==> src/rtl/riscv_core_branch_pkg.sv <==
// Shared types and constants for the branch resolution / prediction controller.
package riscv_core_branch_pkg;

    // Controller sequencing states
    typedef enum logic [1:0] {
        IDLE     = 2'd0,
        REDIRECT = 2'd1,
        FLUSH    = 2'd2
    } br_state_e;

    // 2-bit bimodal counter; MSB is the taken prediction
    typedef logic [1:0] bht_ctr_t;

    localparam bht_ctr_t SNT = 2'b00;
    localparam bht_ctr_t WNT = 2'b01;
    localparam bht_ctr_t WT  = 2'b10;
    localparam bht_ctr_t ST  = 2'b11;

    // Every counter starts weakly not-taken so one taken outcome flips it
    localparam bht_ctr_t BHT_RST = WNT;

endpackage

==> src/rtl/riscv_core_bht.sv <==
// Bimodal branch history table: one combinational read port for fetch and
// one synchronous saturating-update port for training from execute.
module riscv_core_bht
    import riscv_core_branch_pkg::*;
#(
    parameter int ENTRIES = 64,
    parameter int IDX_W   = $clog2(ENTRIES)
) (
    input  logic             i_clk,
    input  logic             i_rst,
    input  logic [IDX_W-1:0] i_rd_idx,
    output logic [1:0]       o_rd_ctr,
    input  logic             i_wr_en,
    input  logic [IDX_W-1:0] i_wr_idx,
    input  logic             i_wr_taken
);

    bht_ctr_t ctr_q [ENTRIES];
    bht_ctr_t wr_old;
    bht_ctr_t wr_ctr_d;

    // Fetch read sees the pre-update value when it collides with a write
    assign o_rd_ctr = ctr_q[i_rd_idx];
    assign wr_old   = ctr_q[i_wr_idx];

    // Saturating increment on taken, saturating decrement on not-taken
    always_comb begin
        wr_ctr_d = wr_old;
        if (i_wr_taken) begin
            if (wr_old != ST) begin
                wr_ctr_d = wr_old + 2'd1;
            end
        end else begin
            if (wr_old != SNT) begin
                wr_ctr_d = wr_old - 2'd1;
            end
        end
    end

    genvar gi;
    generate
        for (gi = 0; gi < ENTRIES; gi++) begin : g_ctr
            // Per-entry counter register with synchronous reset
            always_ff @(posedge i_clk) begin
                if (i_rst) begin
                    ctr_q[gi] <= BHT_RST;
                end else if (i_wr_en && (i_wr_idx == IDX_W'(gi))) begin
                    ctr_q[gi] <= wr_ctr_d;
                end
            end
        end
    endgenerate

endmodule

==> src/rtl/riscv_core_branch_ctrl.sv <==
// Branch controller: predicts direction for fetch from the BHT, accepts
// resolved branches from execute, trains the BHT, and on a direction
// mispredict sequences a one-cycle redirect plus a fixed-length flush.
module riscv_core_branch_ctrl
    import riscv_core_branch_pkg::*;
#(
    parameter int XLEN         = 64,
    parameter int BHT_ENTRIES  = 64,
    parameter int FLUSH_CYCLES = 2
) (
    input  logic            i_clk,
    input  logic            i_rst,
    input  logic [XLEN-1:0] i_branch_ctrl_fetch_pc,
    output logic            o_branch_ctrl_predict_taken,
    input  logic            i_branch_ctrl_res_valid,
    output logic            o_branch_ctrl_res_ready,
    input  logic [XLEN-1:0] i_branch_ctrl_res_pc,
    input  logic            i_branch_ctrl_res_isbranch,
    input  logic            i_branch_ctrl_res_isjump,
    input  logic            i_branch_ctrl_res_istaken,
    input  logic            i_branch_ctrl_res_pred_taken,
    input  logic            i_branch_ctrl_res_is_rvc,
    input  logic [XLEN-1:0] i_branch_ctrl_res_target,
    output logic            o_branch_ctrl_redirect,
    output logic [XLEN-1:0] o_branch_ctrl_redirect_pc,
    output logic            o_branch_ctrl_flush,
    output logic [31:0]     o_branch_ctrl_mispredict_cnt
);

    localparam int IDX_W = $clog2(BHT_ENTRIES);
    // Counter only needs to hold FLUSH_CYCLES-2 (cycles remaining after the first FLUSH cycle)
    localparam int CNT_W = (FLUSH_CYCLES > 2) ? $clog2(FLUSH_CYCLES) : 1;
    localparam logic [CNT_W-1:0] FLUSH_LOAD = CNT_W'((FLUSH_CYCLES > 1) ? (FLUSH_CYCLES - 2) : 0);

    br_state_e        state_q;
    logic             redirect_q;
    logic [XLEN-1:0]  redirect_pc_q;
    logic             flush_q;
    logic             ready_q;
    logic [CNT_W-1:0] flush_cnt_q;
    logic [31:0]      mispredict_cnt_q;

    logic             accept;
    logic             actual;
    logic             mispredict;
    logic             train;
    logic [XLEN-1:0]  seq_pc;
    logic [XLEN-1:0]  correct_pc;
    logic [1:0]       fetch_ctr;

    // Resolution evaluation; a branch+jump combination resolves as a jump
    always_comb begin
        accept     = i_branch_ctrl_res_valid & ready_q;
        actual     = i_branch_ctrl_res_isjump |
                     (i_branch_ctrl_res_isbranch & i_branch_ctrl_res_istaken);
        mispredict = (i_branch_ctrl_res_isbranch | i_branch_ctrl_res_isjump) &
                     (actual != i_branch_ctrl_res_pred_taken);
        train      = accept & i_branch_ctrl_res_isbranch & ~i_branch_ctrl_res_isjump;
        seq_pc     = i_branch_ctrl_res_pc +
                     (i_branch_ctrl_res_is_rvc ? XLEN'(2) : XLEN'(4));
        correct_pc = actual ? i_branch_ctrl_res_target : seq_pc;
    end

    riscv_core_bht #(
        .ENTRIES (BHT_ENTRIES),
        .IDX_W   (IDX_W)
    ) u_bht (
        .i_clk      (i_clk),
        .i_rst      (i_rst),
        .i_rd_idx   (i_branch_ctrl_fetch_pc[IDX_W:1]),
        .o_rd_ctr   (fetch_ctr),
        .i_wr_en    (train),
        .i_wr_idx   (i_branch_ctrl_res_pc[IDX_W:1]),
        .i_wr_taken (actual)
    );

    assign o_branch_ctrl_predict_taken = fetch_ctr[1];

    // Redirect/flush sequencer with registered outputs
    always_ff @(posedge i_clk) begin
        if (i_rst) begin
            state_q       <= IDLE;
            redirect_q    <= 1'b0;
            redirect_pc_q <= '0;
            flush_q       <= 1'b0;
            ready_q       <= 1'b1;
            flush_cnt_q   <= '0;
        end else begin
            case (state_q)
                IDLE: begin
                    if (accept && mispredict) begin
                        state_q       <= REDIRECT;
                        redirect_q    <= 1'b1;
                        redirect_pc_q <= correct_pc;
                        flush_q       <= 1'b1;
                        ready_q       <= 1'b0;
                    end
                end
                REDIRECT: begin
                    redirect_q <= 1'b0;
                    if (FLUSH_CYCLES > 1) begin
                        state_q     <= FLUSH;
                        flush_cnt_q <= FLUSH_LOAD;
                    end else begin
                        state_q <= IDLE;
                        flush_q <= 1'b0;
                        ready_q <= 1'b1;
                    end
                end
                FLUSH: begin
                    if (flush_cnt_q == '0) begin
                        state_q <= IDLE;
                        flush_q <= 1'b0;
                        ready_q <= 1'b1;
                    end else begin
                        flush_cnt_q <= flush_cnt_q - 1'b1;
                    end
                end
                default: begin
                    state_q    <= IDLE;
                    redirect_q <= 1'b0;
                    flush_q    <= 1'b0;
                    ready_q    <= 1'b1;
                end
            endcase
        end
    end

    // Saturating count of accepted mispredicts
    always_ff @(posedge i_clk) begin
        if (i_rst) begin
            mispredict_cnt_q <= '0;
        end else if (accept && mispredict && (mispredict_cnt_q != 32'hFFFF_FFFF)) begin
            mispredict_cnt_q <= mispredict_cnt_q + 32'd1;
        end
    end

    assign o_branch_ctrl_res_ready      = ready_q;
    assign o_branch_ctrl_redirect       = redirect_q;
    assign o_branch_ctrl_redirect_pc    = redirect_pc_q;
    assign o_branch_ctrl_flush          = flush_q;
    assign o_branch_ctrl_mispredict_cnt = mispredict_cnt_q;

endmodule

==> config.mk <==
export PLATFORM = sky130hd
export DESIGN_NAME = riscv_core_branch_ctrl
export DESIGN_NICKNAME = d
export VERILOG_FILES = /design/src/rtl/riscv_core_branch_pkg.sv /design/src/rtl/riscv_core_bht.sv /design/src/rtl/riscv_core_branch_ctrl.sv
export SDC_FILE = /design/constraint.sdc
export NUM_CORES = 1
export LEC_CHECK = 0
export BUFFER_PORTS_ARGS = -buffer_cell sky130_fd_sc_hd__buf_2
export CAP_MARGIN = 15
export CORE_ASPECT_RATIO = 1.75
export CORE_MARGIN = 4
export CORE_UTILIZATION = 50
export CTS_CLUSTER_SIZE = 30
export DETAILED_ROUTE_END_ITERATION = 12
export GPL_ROUTABILITY_DRIVEN = 1
export PLACE_DENSITY = 0.72
export SLEW_MARGIN = 20
export SYNTH_ARGS = -nofsm -noshare
export SYNTH_HDL_FRONTEND = slang
export SYNTH_SLANG_ARGS = --single-unit
==> constraint.sdc <==
create_clock -name i_clk -period 4.55 [get_ports i_clk]
set_clock_uncertainty 0.2 [all_clocks]
set_input_delay 0.91 -clock i_clk [delete_from_list [all_inputs] [get_ports i_clk]]
set_output_delay 0.91 -clock i_clk [all_outputs]
set_load 0.02 [all_outputs]
* Word level (Yosys, flattened, before mapping)
Memory sizes are Yosys's and may differ from the RTL's.
Cells that the tools add are included.
** Storage, ports and cells
- Bits in registers :: 102
- RAM bits :: 128
- Input port bits :: 200
- Word-level logic and storage cells :: 506
- Memories :: 1
** Operators by class
- Add/subtract/negate cells :: 5
- Equal/unequal tests :: 70
- Multiplexer cells :: 275
- Bitwise operators :: 74
- Reduce and logical (&&, ||, !) cells :: 74
** Memories
- u_bht.ctr_q :: words 64, width 2, read ports 2, clocked after memory_dff 0, write ports 64, RTL line riscv_core_bht.sv:18 : bht_ctr_t ctr_q [ENTRIES];
** Operators by type and width (number)
- $mux W1 :: 199
- $eq A6 B6 Y1 const B :: 32
- $mux W2 :: 69
- $eq A6 B5 Y1 const B :: 16
- $logic_and A1 B1 Y1 :: 66
- $or A1 B1 Y1 :: 66
- $add A64 B3 Y64 :: 1
- $mux W64 :: 1
- $eq A6 B4 Y1 const B :: 8
- $add A32 B1 Y32 const B :: 1
- $ne A32 B32 Y1 const B :: 1
- $eq A6 B3 Y1 const B :: 4
- $eq A6 B2 Y1 const B :: 2
- $eq A6 B1 Y1 const B :: 1
- $logic_not A6 Y1 :: 1
- $ne A2 B2 Y1 const B :: 3
- $pmux W1 S3 :: 2
- $pmux W2 S3 :: 1
- $reduce_and A2 Y1 :: 3
- $and A1 B1 Y1 :: 5
- $pmux W1 S2 :: 2
- $reduce_bool A2 Y1 :: 2
- $mux W3 :: 1
- $not A1 Y1 :: 3
- other kinds (8) :: 8

* Longest topological paths before layout
- Depth after elaboration :: 8
- Gate-level depth with buffers :: 13
- Mapped depth without buffers :: 10

* Cells and area by module
From an unflattened synthesis, not the netlist that was laid out.
** Unflattened totals
- Cells, all modules :: 1347
- Area, all modules :: 13596.8 um2
** Modules (own cells, without submodules)
- riscv_core_bht :: instances 1, cells each 593, area each 7664.9 um2, seq. area each 3843.7 um2
- riscv_core_branch_ctrl :: instances 1, cells each 754, area each 5931.9 um2, seq. area each 2021.9 um2

* Worst setup path after synthesis
Ideal clock, no wire load.
- Path type :: input -> output
- From :: input i_branch_ctrl_fetch_pc[1]
- To :: output o_branch_ctrl_predict_taken
- Arrival :: 3391 ps
- Path slack :: 49 ps
- Cell stages on the path :: 5
- Buffers on the path :: 2
- Path through :: clkbuf_1 buf_1 mux4_2 mux4_2 mux4_2
** Between the ends
- Cells in the longest elaborated chain, start to end :: 1
** Ends and longest elaborated chain
- from (decl) :: RTL line riscv_core_branch_ctrl.sv:13 : input logic [XLEN-1:0] i_branch_ctrl_fetch_pc,
- $mem_v2 Z64 W2
- to (decl) :: RTL line riscv_core_branch_ctrl.sv:14 : output logic o_branch_ctrl_predict_taken,
Every way passes these cells.

* Final worst setup path
Same ends and word-level chain as after synthesis.

==> results_dict.tcl <==
set metrics [dict create \
    die_w_um 128 \
    crit_top_cell "mux4_2" \
    cts_sinks 229 \
    final.setup.worst_slack_ps 422 \
    crit_path_end_kind "output port" \
    min_path_cells 2 \
    p_leak_nw 5.59 \
    die_area_um2 28100 \
    reg2reg_depth 6 \
    drtPass1Iterations 5 \
    synth_seq_cells 229 \
    cts_hold_buf 0 \
    synthTopCellsByCount "128 x edfxtp_1, 110 x nor2_1, 101 x dfxtp_1" \
    crit_required_ps 3440 \
    yosysMostFrequentCell "edfxtp_1" \
    post_cts_resized 0 \
    placed_area_um2 14100 \
    drive_above_1_share_pct 24.4 \
    pwr-share-seq_pct 46.1 \
    worst_pin_slew_ps 1080 \
    outcome "complete, no violations" \
    critPathLaunchType "primary input" \
    synth_edf_count 128 \
    cp_max_fo 10 \
    peakVddDrop_uv 263 \
    vias_per_cell 6.21 \
    drv_slew 0 \
    power_density_nw_per_um2 330 \
    cts_buffer_depth 3 \
    area_growth_syn_to_layout_pct 17.5 \
    rows 76 \
    grt_pass1_wl_mm 62.3 \
    intPower_w 0.00363 \
    min_to "o_branch_ctrl_redirect_pc[20]$_SDFFE_PP0P_" \
    cts_buffers 22 \
    maxSlewHeadroom_pct 28.2 \
    power.total_w 0.00493 \
    yosysTopAreaCellShare_pct 30.3 \
    die_h_um 219 \
    core-area_um2 24800 \
    gr-total-overflow 0 \
    path_cells "buf_2 > buf_12 > mux4_2 > mux4_2 > mux4_2 > buf_2" \
    synth_nets 1506 \
    grt_max_degree 120 \
    grt_use_total_pct 28.7 \
    cpMaxStageDelayCell "mux4_2" \
    cts-root-buf "clkbuf_16" \
    min_period_ps 4130 \
    async_flop_share_pct 0 \
    rsz0062_at_grt "false" \
    synthesis.area_um2 12700 \
    worstHoldStart "o_branch_ctrl_redirect_pc[20]$_SDFFE_PP0P_" \
    p_sw_share_pct 26.4 \
    slowest_delay_ps 550 \
    hold_violations 0 \
    port_buffers 241 \
    gp_congestion 0.941 \
    r2r_start "o_branch_ctrl_res_ready$_SDFFE_PP1P_" \
    critPathArrivalTime_ps 3020 \
    start_util_pct 51.1 \
    setup_tns_ps 0 \
    r2r_slack_ps 1850 \
    cts_max_level 1 \
    synth_cells 1302 \
    wire_per_inst_um 22.6 \
    cts_tree "yes" \
    fin_area_um2 14900 \
    grt_pass1_vias 11304 \
    final_cells 1815 \
    syn_area_per_cell_um2 9.75 \
    ioPinCount 300 \
    post_cts_buffers 0 \
    worstSkewPairLatency_ps 530 \
    p_sw_w 0.00130 \
    path_class "primary input to output port" \
    antenna_found_initial 2 \
    preCtsSetupSlack_ps 416 \
    dp.cells 1774 \
    hold_class "flip-flop to flip-flop" \
    synth_flop_cell "edfxtp_1" \
    max_freq_ghz 0.242 \
    synth_cell_types 54 \
    pwr-share-comb_pct 13.4 \
    r2r-end "o_branch_ctrl_redirect_pc[33]$_SDFFE_PP0P_" \
    wirelength_mm 41.0 \
    antenna_left 0 \
    yosysSeqAreaShare_pct 46.2 \
    vias 11274 \
    cap_violations 0 \
    synth_top_area_cell "edfxtp_1" \
    synthTopCellsByArea "edfxtp_1 30%, dfxtp_1 16%, mux4_2 6.6%, nor3_1 3.8%, nand3_1 3.4%" \
    drtIter0Drc 871 \
    hpwl_mm 29.7 \
    fin_nets 1690 \
    pwr-share-clk_pct 40.4 \
    remaining_drc_errors 0 \
    clkTransAtPathRegs_ps 60 \
    setup_viol 0 \
    fin_crit_sh_pct 90.7 \
    yosys_warnings 0 \
]
metal layers:
metal	share of wire (%)	global-route usage, %	routed length [um]
met5	0.029	0	12
met4	6.3	16.1	2600
met3	7.9	5.50	3240
met2	53	53.0	21900
met1	32	29.6	13200
cell type report:
class	count	area (um2)
Fill cell	2164	9910
Inverter	13	48.8
Multi-Input combinational cell	948	6340
Clock inverter	13	159
Clock buffer	27	622
Timing Repair Buffer	272	1480
Antenna cell	1	2.50
Sequential cell	229	5870
Tap cell	312	390
power groups by stage:
stage	Sequential, W	Clock (W)	Combinational (W)
2_1_floorplan	0.00235	0	0.000365
3_3_place_gp	0.00232	0	0.000646
3_5_place_dp	0.00232	0	0.000653
4_1_cts	0.00227	0.00202	0.000655
5_1_grt	0.00228	0.00210	0.000708
6_report	0.00227	0.00199	0.000661
stage by stage:
| stage | util (%) | hold WS, ps |
|---|---|---|
| 4_1_cts | 60.1 | 256 |
| 3_3_place_gp | 56.9 | 238 |
| 2_1_floorplan | - | 251 |
| 5_1_grt | 60.1 | 280 |
| 6_report | 60.1 | 256 |
| 3_5_place_dp | 56.9 | 247 |
how the worst max path moves through the flow:
stage                               from                           to  depth (start not counted)
6_report       i_branch_ctrl_fetch_pc[1]  o_branch_ctrl_predict_taken                          6
5_1_grt        i_branch_ctrl_fetch_pc[1]  o_branch_ctrl_predict_taken                          6
4_1_cts        i_branch_ctrl_fetch_pc[1]  o_branch_ctrl_predict_taken                          6
3_5_place_dp   i_branch_ctrl_fetch_pc[1]  o_branch_ctrl_predict_taken                          6
3_3_place_gp   i_branch_ctrl_fetch_pc[1]  o_branch_ctrl_predict_taken                          6
2_1_floorplan  i_branch_ctrl_fetch_pc[1]  o_branch_ctrl_predict_taken                          5
state kept, by name, indices dropped and copies added (netlist names):
signal and flops:
state_q 2, o_branch_ctrl_mispredict_cnt 32, o_branch_ctrl_redirect_pc 64, u_bht.ctr_q 128, o_branch_ctrl_res_ready 1, o_branch_ctrl_redirect 1, o_branch_ctrl_flush 1
cell usage in the layout, fill, tap and decap left out, types with 35 or more instances in the layout:
cell      count
and3_1       39
a21oi_1      57
xnor2_1      35
xor2_1       49
nand3_1      86
mux4_2       37
nand2_1      95
edfxtp_1    128
nor3_1       94
nor2_1      110
a21o_1       47
buf_2       240
dfxtp_1     101
kinds of logic after synthesis:
group,after synthesis,share of synthesized area [%]
DFF,229,46.2
AOI/OAI and AO/OA,240,12.3
muxes,69,9.09
and+or+nand+nor,548,21.8
buffers and inverters,125,4.01
xor gates and xnor gates,84,5.80
adders and majority gates,7,0.690
critical path, delay by kind of cell:
| kind | cells | cell delay [ps] |
|---|---|---|
| muxes | 3 | 1480 |
| buffers and inverters | 3 | 620 |
Note: power is estimated with default switching activity, not from simulation.
